## src/rtl/edge_sync_detect.sv

```systemverilog
// Pin synchroniser and edge detector with a millisecond hold-off after each event.
// Optional EDGE_CNT_EN macro adds a saturating event counter (Edge_cnt) with clear (Cnt_clr).
module edge_sync_detect #(
    parameter logic [13:0] T1MS_CYC   = 14'd12000,
    parameter logic [4:0]  HOLDOFF_MS = 5'd20,
    parameter logic        IDLE_LEVEL = 1'b1
) (
    input  logic       Sys_clk,
    input  logic       Sys_reset,
    input  logic       Pin_in,
`ifdef EDGE_CNT_EN
    input  logic       Cnt_clr,
    output logic [7:0] Edge_cnt,
`endif
    output logic       H2L_sig,
    output logic       L2H_sig,
    output logic       Level_out,
    output logic       Busy
);

    typedef enum logic {IDLE, HOLD} state_t;

    state_t      state, state_nxt;
    logic        sync1, sync2;
    logic [13:0] presc, presc_nxt;
    logic [4:0]  ms_cnt, ms_nxt;
    logic [5:0]  ms_inc;
    logic        level_nxt, h2l_nxt, l2h_nxt;

    // Two-flop synchroniser; only sync2 is trusted downstream.
    always_ff @(posedge Sys_clk or negedge Sys_reset) begin
        if (!Sys_reset) begin
            sync1 <= IDLE_LEVEL;
            sync2 <= IDLE_LEVEL;
        end else begin
            sync1 <= Pin_in;
            sync2 <= sync1;
        end
    end

    assign ms_inc = {1'b0, ms_cnt} + 6'd1;

    always_comb begin
        state_nxt = state;
        presc_nxt = presc;
        ms_nxt    = ms_cnt;
        level_nxt = Level_out;
        h2l_nxt   = 1'b0;
        l2h_nxt   = 1'b0;
        if (state == IDLE) begin
            if (sync2 != Level_out) begin
                h2l_nxt   = Level_out;
                l2h_nxt   = ~Level_out;
                level_nxt = sync2;
                presc_nxt = '0;
                ms_nxt    = '0;
                state_nxt = HOLD;
            end
        end else begin
            // Pin activity is ignored here; the exit compare picks up any settled change.
            if (presc == T1MS_CYC - 14'd1) begin
                presc_nxt = '0;
                if (ms_inc == {1'b0, HOLDOFF_MS}) begin
                    ms_nxt    = '0;
                    state_nxt = IDLE;
                end else begin
                    ms_nxt = ms_inc[4:0];
                end
            end else begin
                presc_nxt = presc + 14'd1;
            end
        end
    end

    always_ff @(posedge Sys_clk or negedge Sys_reset) begin
        if (!Sys_reset) begin
            state     <= IDLE;
            presc     <= '0;
            ms_cnt    <= '0;
            Level_out <= IDLE_LEVEL;
            H2L_sig   <= 1'b0;
            L2H_sig   <= 1'b0;
        end else begin
            state     <= state_nxt;
            presc     <= presc_nxt;
            ms_cnt    <= ms_nxt;
            Level_out <= level_nxt;
            H2L_sig   <= h2l_nxt;
            L2H_sig   <= l2h_nxt;
        end
    end

    assign Busy = (state == HOLD);

`ifdef EDGE_CNT_EN
    // Counts visible pulses; clear has priority over a same-cycle pulse.
    always_ff @(posedge Sys_clk or negedge Sys_reset) begin
        if (!Sys_reset) begin
            Edge_cnt <= 8'd0;
        end else if (Cnt_clr) begin
            Edge_cnt <= 8'd0;
        end else if ((H2L_sig || L2H_sig) && (Edge_cnt != 8'hFF)) begin
            Edge_cnt <= Edge_cnt + 8'd1;
        end
    end
`endif

endmodule

```

## config.mk

```make
export PLATFORM = sky130hd
export DESIGN_NAME = edge_sync_detect
export DESIGN_NICKNAME = d
export VERILOG_FILES = /design/src/rtl/edge_sync_detect.sv
export SDC_FILE = /design/constraint.sdc
export NUM_CORES = 1
export LEC_CHECK = 0
export ABC_AREA = 1
export CAP_MARGIN = 20
export CORE_ASPECT_RATIO = 0.9
export CORE_MARGIN = 2
export CORE_UTILIZATION = 63
export CTS_BUF_LIST = sky130_fd_sc_hd__clkbuf_16
export DETAILED_ROUTE_END_ITERATION = 6
export GPL_ROUTABILITY_DRIVEN = 1
export PLACE_DENSITY_LB_ADDON = 0.08
export SLEW_MARGIN = 20
export SYNTH_ARGS = -nofsm -noshare
export SYNTH_HDL_FRONTEND = slang
export SYNTH_SLANG_ARGS = --single-unit
```

## constraint.sdc

```tcl
create_clock -name Sys_clk -period 4.6 [get_ports Sys_clk]
set_clock_uncertainty 0.05 [all_clocks]
set_input_delay 0.46 -clock Sys_clk [delete_from_list [all_inputs] [get_ports Sys_clk]]
set_output_delay 0.46 -clock Sys_clk [all_outputs]
set_load 0.01 [all_outputs]
```

==> results.py, run 1 <==
metrics = {
    "run_status": {
        "outcome": "completed",
    },
    "worst_setup_path": {
        "rr_startpoint": "Busy",
        "crit_path_end_kind": "output port",
        "reg2reg_to": "Busy",
        "ff2ff_setup_slack_ns": 2.84,
        "cp_slowest_cell": "dfrtp_1",
        "path_buf_inv": 1,
        "cpLargestDelayFamily": "flip-flops",
        "arrival_ns": 1.58,
        "worstPathCellList": "clkdlybuf4s50_1",
        "path_class": "reg -> out",
        "cp.required_ns": 4.09,
        "worst_path_largest_cell_delay_ns": 0.68,
        "cp-start-kind": "flop",
        "rr_worst_depth": 4,
        "path_max_fanout": 15,
    },
    "clock_tree": {
        "htree_levels": 1,
        "cts_tree": "built",
        "clockRootBuffer": "clkbuf_16",
        "cts-resized-gates": 0,
        "cts_num_sinks": 25,
        "clk_pin_slew_ns": 0.07,
        "cts_inserted_buffers": 3,
        "post-cts-setup-buffer-count": 0,
        "worstSkewPairLatency_ns": 0.26,
        "postCtsHoldBufs": 0,
        "cts_buffer_depth": 2,
    },
    "routing": {
        "num_vias": 1323,
        "ant_nets": 0,
        "vias_per_cell": 5.93,
        "drtIter0Drc": 86,
        "drc": 0,
        "wire_per_inst_um": 14.6,
        "dr.pass1.iters": 7,
        "routed_wl_mm": 3.27,
    },
    "floorplanning": {
        "die_h_um": 49.6,
        "dieArea_um2": 2710,
        "start_util_pct": 66.7,
        "num_io_pins": 7,
        "core-area_um2": 2180,
        "placementRows": 16,
        "die_x_um": 54.7,
    },
    "final_layout": {
        "layout-drive-gt1-share_pct": 11.7,
        "final_common_cell": "nand2_1",
        "final_nets": 204,
        "stdcell_area_um2": 1620,
        "area_growth_pct": 11.0,
        "mostFrequentLayoutCells": "nand2_1 (53), dfrtp_1 (22), inv_1 (22), nand3_1 (22), nor2_1 (12)",
        "diodes": 0,
    },
    "timing": {
        "fin_ws_ns": 2.51,
        "finalHoldViolations": 0,
        "fin_setup_tns_ns": 0,
        "fin_crit_sh_pct": 45.4,
        "setup_viol": 0,
        "worst_pin_slew_ns": 0.548,
        "max_freq_mhz": 479,
        "whs_ns": 0.126,
        "slew_viol_final": 0,
        "period_needed_ns": 2.09,
        "slew_headroom_pct": 63.5,
        "rsz0062_at_grt": "false",
    },
    "synthesis": {
        "ys_seq_area_share_pct": 43.3,
        "synthCells": 188,
        "yosys_warnings": 0,
        "synth_top_family_by_area": "simple AND/OR/NAND/NOR gates",
        "yosys.area_share.adder_pct": 3.44,
        "synth_fp_nets": 195,
        "synthSimpleGateAreaFrac_pct": 38.3,
        "synth_compound_area_share_pct": 5.33,
        "synth-xor-area-share_pct": 2.41,
        "synthesis.area_um2": 1460,
        "syn_area_per_cell_um2": 7.74,
        "synth_mux_area_share_pct": 0,
        "ys_types": 29,
        "ys_ff_latch": 25,
    },
    "placed_design": {
        "portBuffers": 6,
        "place_ws_ns": 2.73,
        "place_hpwl_mm": 2.23,
        "place_congestion": 0.854,
        "dpl_cell_area_um2": 1540,
    },
    "pwr": {
        "power.leakage_nw": 0.750,
        "power_density_nw_per_um2": 406,
        "irDropWorstVdd_mv": 0.370,
        "total_power_uw": 656,
    },
    "global_route": {
        "grt_max_degree": 26,
        "grt_pass1_vias": 1202,
        "grt_pass1_wl_mm": 5.28,
        "antenna_found_initial": 0,
        "grt.overflow.total": 0,
        "track_usage_pct": 26.9,
    },
    "flow_run": {
        "cap_viol_max_count": 0,
    },
    "worst_hold_path": {
        "hold_path.class": "in -> async",
    },
}
-- per-stage QoR --
step                util, %  cells
floorplan                 -    188
global placement       70.6    219
detailed placement     70.6    219
CTS                    74.3    223
global route           74.0    223
finish                 74.0    223
-- worst max-delay path by stage --
stage	cells after the start	to	slack (ns)	from
after floorplan	7	presc[13]	3.09	Level_out
after CTS	1	Busy	2.50	Busy
final	1	Busy	2.51	Busy
after detailed placement	1	ms_cnt[0]	2.73	Sys_reset
after global placement	1	ms_cnt[0]	2.77	Sys_reset
after global routing	1	Busy	2.47	Busy
-- metal layers --
layer | share of wire [%] | track usage [%]
met1 | 42 | 34.5
met2 | 49 | 45.2
met3 | 7.6 | 6.97
met4 | 1.8 | 4.58
met5 | 0 | 0
-- registers in the layout (all words and copies together), names as in the netlist --
signal	count
presc	14
ms_cnt	5
Busy	1
H2L_sig	1
L2H_sig	1
Level_out	1
sync1	1
sync2	1
-- cell type report --
class | count | area, um^2
well taps | 27 | 33.8
multi-input cells | 135 | 719
inverters | 26 | 97.6
repair buffers | 6 | 55.1
clock inverters | 1 | 5.00
clock buffers | 3 | 75.1
fillers | 156 | 567
flip-flops and latches | 25 | 629
-- cells in the mapped netlist --
library cell	instances	area, um^2
nand2_1	53	199
dfrtp_1	22	551
inv_1	22	82.6
nand3_1	22	110
nor2_1	12	45.0
nand4_1	10	62.6
nor2_2	5	31.3
o21ai_1	5	25.0
ha_1	4	50.1
o21ai_0	4	20.0
dfstp_2	3	78.8
nor2_4	3	33.8
clkinv_1	2	7.51
inv_2	2	7.51
nand2_2	2	12.5
nor3_1	2	10.0
xnor2_1	2	17.5
xor2_1	2	17.5
a21oi_1	1	5.00
a31oi_1	1	6.26
buf_2	1	5.00
clkbuf_1	1	3.75
nand2_4	1	11.3
nand3_4	1	17.5
nand3b_1	1	7.51
nor3_4	1	16.3
o21bai_1	1	7.51
o22ai_1	1	6.26
o31ai_1	1	7.51
-- cell families (layout without fill, tap and decap cells) --
| family | after synthesis | count (layout) |
|---|---|---|
| flops | 25 | 25 |
| compound gates | 14 | 14 |
| buf+inv | 28 | 36 |
| simple gates | 113 | 113 |
| xor+xnor | 4 | 4 |
| fa+ha+maj | 4 | 4 |
-- power breakdown --
part	leakage (nW)	internal, mW	total [mW]	switching (mW)
logic	0.392	0.0596	0.156	0.0965
registers	0.318	0.258	0.305	0.0471
clock network	0.0409	0.117	0.195	0.0778
Power figures use the tool's default switching activity.
==> run 2: changes to the inputs <==
--- a/config.mk
+++ b/config.mk
@@ -9,7 +9,7 @@
 export CAP_MARGIN = 20
 export CORE_ASPECT_RATIO = 0.9
 export CORE_MARGIN = 2
-export CORE_UTILIZATION = 63
+export CORE_UTILIZATION = 53
 export CTS_BUF_LIST = sky130_fd_sc_hd__clkbuf_16
 export DETAILED_ROUTE_END_ITERATION = 6
 export GPL_ROUTABILITY_DRIVEN = 1
==> constraint.sdc (replaced) <==
create_clock -name Sys_clk -period 1.9 [get_ports Sys_clk]
set_clock_uncertainty 0.05 [all_clocks]
set_input_delay 0.19 -clock Sys_clk [delete_from_list [all_inputs] [get_ports Sys_clk]]
set_output_delay 0.19 -clock Sys_clk [all_outputs]
set_load 0.01 [all_outputs]
==> results.py, run 2 (same netlist as run 1, synthesis figures left out) <==
metrics = {
    "global_route": {
        "antenna_found_initial": 0,
        "grt_pass1_vias": 1091,
        "grt.overflow.total": 0,
        "grt_pass1_wl_mm": 4.80,
        "track_usage_pct": 20.5,
        "grt_max_degree": 26,
    },
    "timing": {
        "slew_headroom_pct": 69.0,
        "finalHoldViolations": 0,
        "period_needed_ns": 1.61,
        "rsz0062_at_grt": "false",
        "fin_setup_tns_ns": 0,
        "fin_crit_sh_pct": 84.6,
        "worst_pin_slew_ns": 0.461,
        "slew_viol_final": 0,
        "setup_viol": 0,
        "whs_ns": 0.245,
        "max_freq_mhz": 622,
    },
    "final_layout": {
        "stdcell_area_um2": 1640,
        "max_flop_register": "presc",
        "largest_reg_flops": 14,
        "layout-drive-gt1-share_pct": 12.1,
        "mostFrequentLayoutCells": "nand2_1 (53), dfrtp_1 (22), inv_1 (22), nand3_1 (22), nor2_1 (12)",
        "final_nets": 206,
        "diodes": 0,
        "final_util_pct": 61.3,
        "reg_top3": "presc (14), ms_cnt (5)",
        "area_growth_pct": 12.8,
        "final_common_cell": "nand2_1",
    },
    "floorplanning": {
        "dieArea_um2": 3180,
        "placementRows": 18,
        "core-area_um2": 2680,
        "start_util_pct": 54.3,
        "num_io_pins": 7,
        "die_x_um": 59.2,
        "die_h_um": 53.7,
    },
    "worst_setup_path": {
        "path_max_fanout": 4,
        "cp-start-kind": "flop",
        "arrival_ns": 1.74,
        "cp_common_cell": "nand3_1",
        "path_class": "reg -> reg",
        "cp_slowest_cell": "dfstp_2",
        "worstPathCellList": "inv_1 > ha_1 > nand2_1 > nand3_1 > nor2_1 > nand3_1 > a21oi_1",
        "cp.required_ns": 2.04,
        "crit_path_end_kind": "flop",
        "worst_path_largest_cell_delay_ns": 0.54,
    },
    "pwr": {
        "pwr-share-seq_pct": 46.5,
        "power_frac_clock_pct": 29.6,
        "p_int_mw": 1.06,
        "power.leakage_nw": 0.756,
        "irDropWorstVdd_mv": 0.664,
        "p_sw_uw": 529,
        "total_power_mw": 1.59,
        "swShare_pct": 33.4,
        "power.share.combinational_pct": 23.9,
        "power_density_nw_per_um2": 966,
    },
    "routing": {
        "wire_per_inst_um": 12.7,
        "num_vias": 1225,
        "drc": 0,
        "routed_wl_mm": 2.90,
        "ant_nets": 0,
        "drtIter0Drc": 81,
        "dr.pass1.iters": 4,
        "vias_per_cell": 5.37,
    },
    "placed_design": {
        "place_congestion": 0.866,
        "portBuffers": 6,
        "dpl_cell_area_um2": 1560,
        "place_hpwl_mm": 2.09,
    },
    "clock_tree": {
        "postCtsHoldBufs": 0,
        "cts-resized-gates": 0,
        "post-cts-setup-buffer-count": 0,
        "cts_inserted_buffers": 3,
        "cts_buffer_depth": 2,
        "clockRootBuffer": "clkbuf_16",
        "cts_num_sinks": 25,
        "cts_tree": "built",
        "clk_pin_slew_ns": 0.06,
        "worstSkewPairLatency_ns": 0.26,
        "htree_levels": 1,
    },
    "run_status": {
        "outcome": "completed",
    },
    "flow_run": {
        "cap_viol_max_count": 0,
    },
    "worst_hold_path": {
        "hold_path.class": "in -> async",
    },
}
-- run 2: cell count changes in the layout (fill, tap and decap cells not counted), sizes merged --
cell           before  now
buf                 1    2
clkinvlp            0    1
clkinv              3    2
clkdlybuf4s50       5    6
-- run 2: metal layers --
metal / vias up / part of all wire (%) / wire [um] / track usage, %
met2: 20 / 47 / 1360 / 34.4
li1: 628 / - / - / -
met4: 0 / 0.35 / 10 / 4.92
met1: 575 / 50 / 1440 / 26.9
met3: 2 / 2.7 / 78 / 4.81
met5: - / 0 / 0 / 0
-- run 2: through the flow --
step	setup WS [ns]	std cells
6_report	0.293	228
5_1_grt	0.157	228
4_1_cts	0.282	228
3_5_place_dp	0.308	224
3_3_place_gp	0.323	224
2_1_floorplan	0.391	188
-- run 2: area by class of cell --
| cell class | instances | area, um^2 |
|---|---|---|
| clock buffers | 3 | 75.1 |
| clock inverters | 1 | 7.51 |
| well taps | 30 | 37.5 |
| fillers | 232 | 1040 |
| multi-input cells | 135 | 719 |
| repair buffers | 8 | 75.1 |
| inverters | 26 | 97.6 |
| flip-flops and latches | 25 | 629 |
-- run 2: path summary, 6_finish.rpt --
| path | from | endpoint | slack, ns | cells past startpoint |
|---|---|---|---|---|
| max | Level_out | presc[13] | 0.29 | 7 |
| min | Sys_reset | presc[11] | 0.24 | 2 |
| max reg2reg | Level_out | presc[13] | 0.29 | 7 |
| min reg2reg | sync1 | sync2 | 0.31 | 0 |
| max in group asynchronous | Sys_reset | Level_out | 1.27 | 2 |
| min in group Sys_clk | Pin_in | sync1 | 0.28 | 1 |
-- run 2: power by group through the flow --
stage | Combinational (mW) | Clock (mW) | Sequential (mW)
2_1_floorplan | 0.295 | 0 | 0.723
3_3_place_gp | 0.371 | 0 | 0.742
3_5_place_dp | 0.377 | 0 | 0.745
4_1_cts | 0.380 | 0.480 | 0.736
5_1_grt | 0.438 | 0.509 | 0.751
6_report | 0.379 | 0.469 | 0.738
-- run 2: worst max-delay path: cells and delay by family, from the launching register on --
family	cells	cell delay, ns
simple gates	4	0.46
buf+inv	1	0.05
flops	1	0.54
compound gates	1	0.14
fa+ha+maj	1	0.30
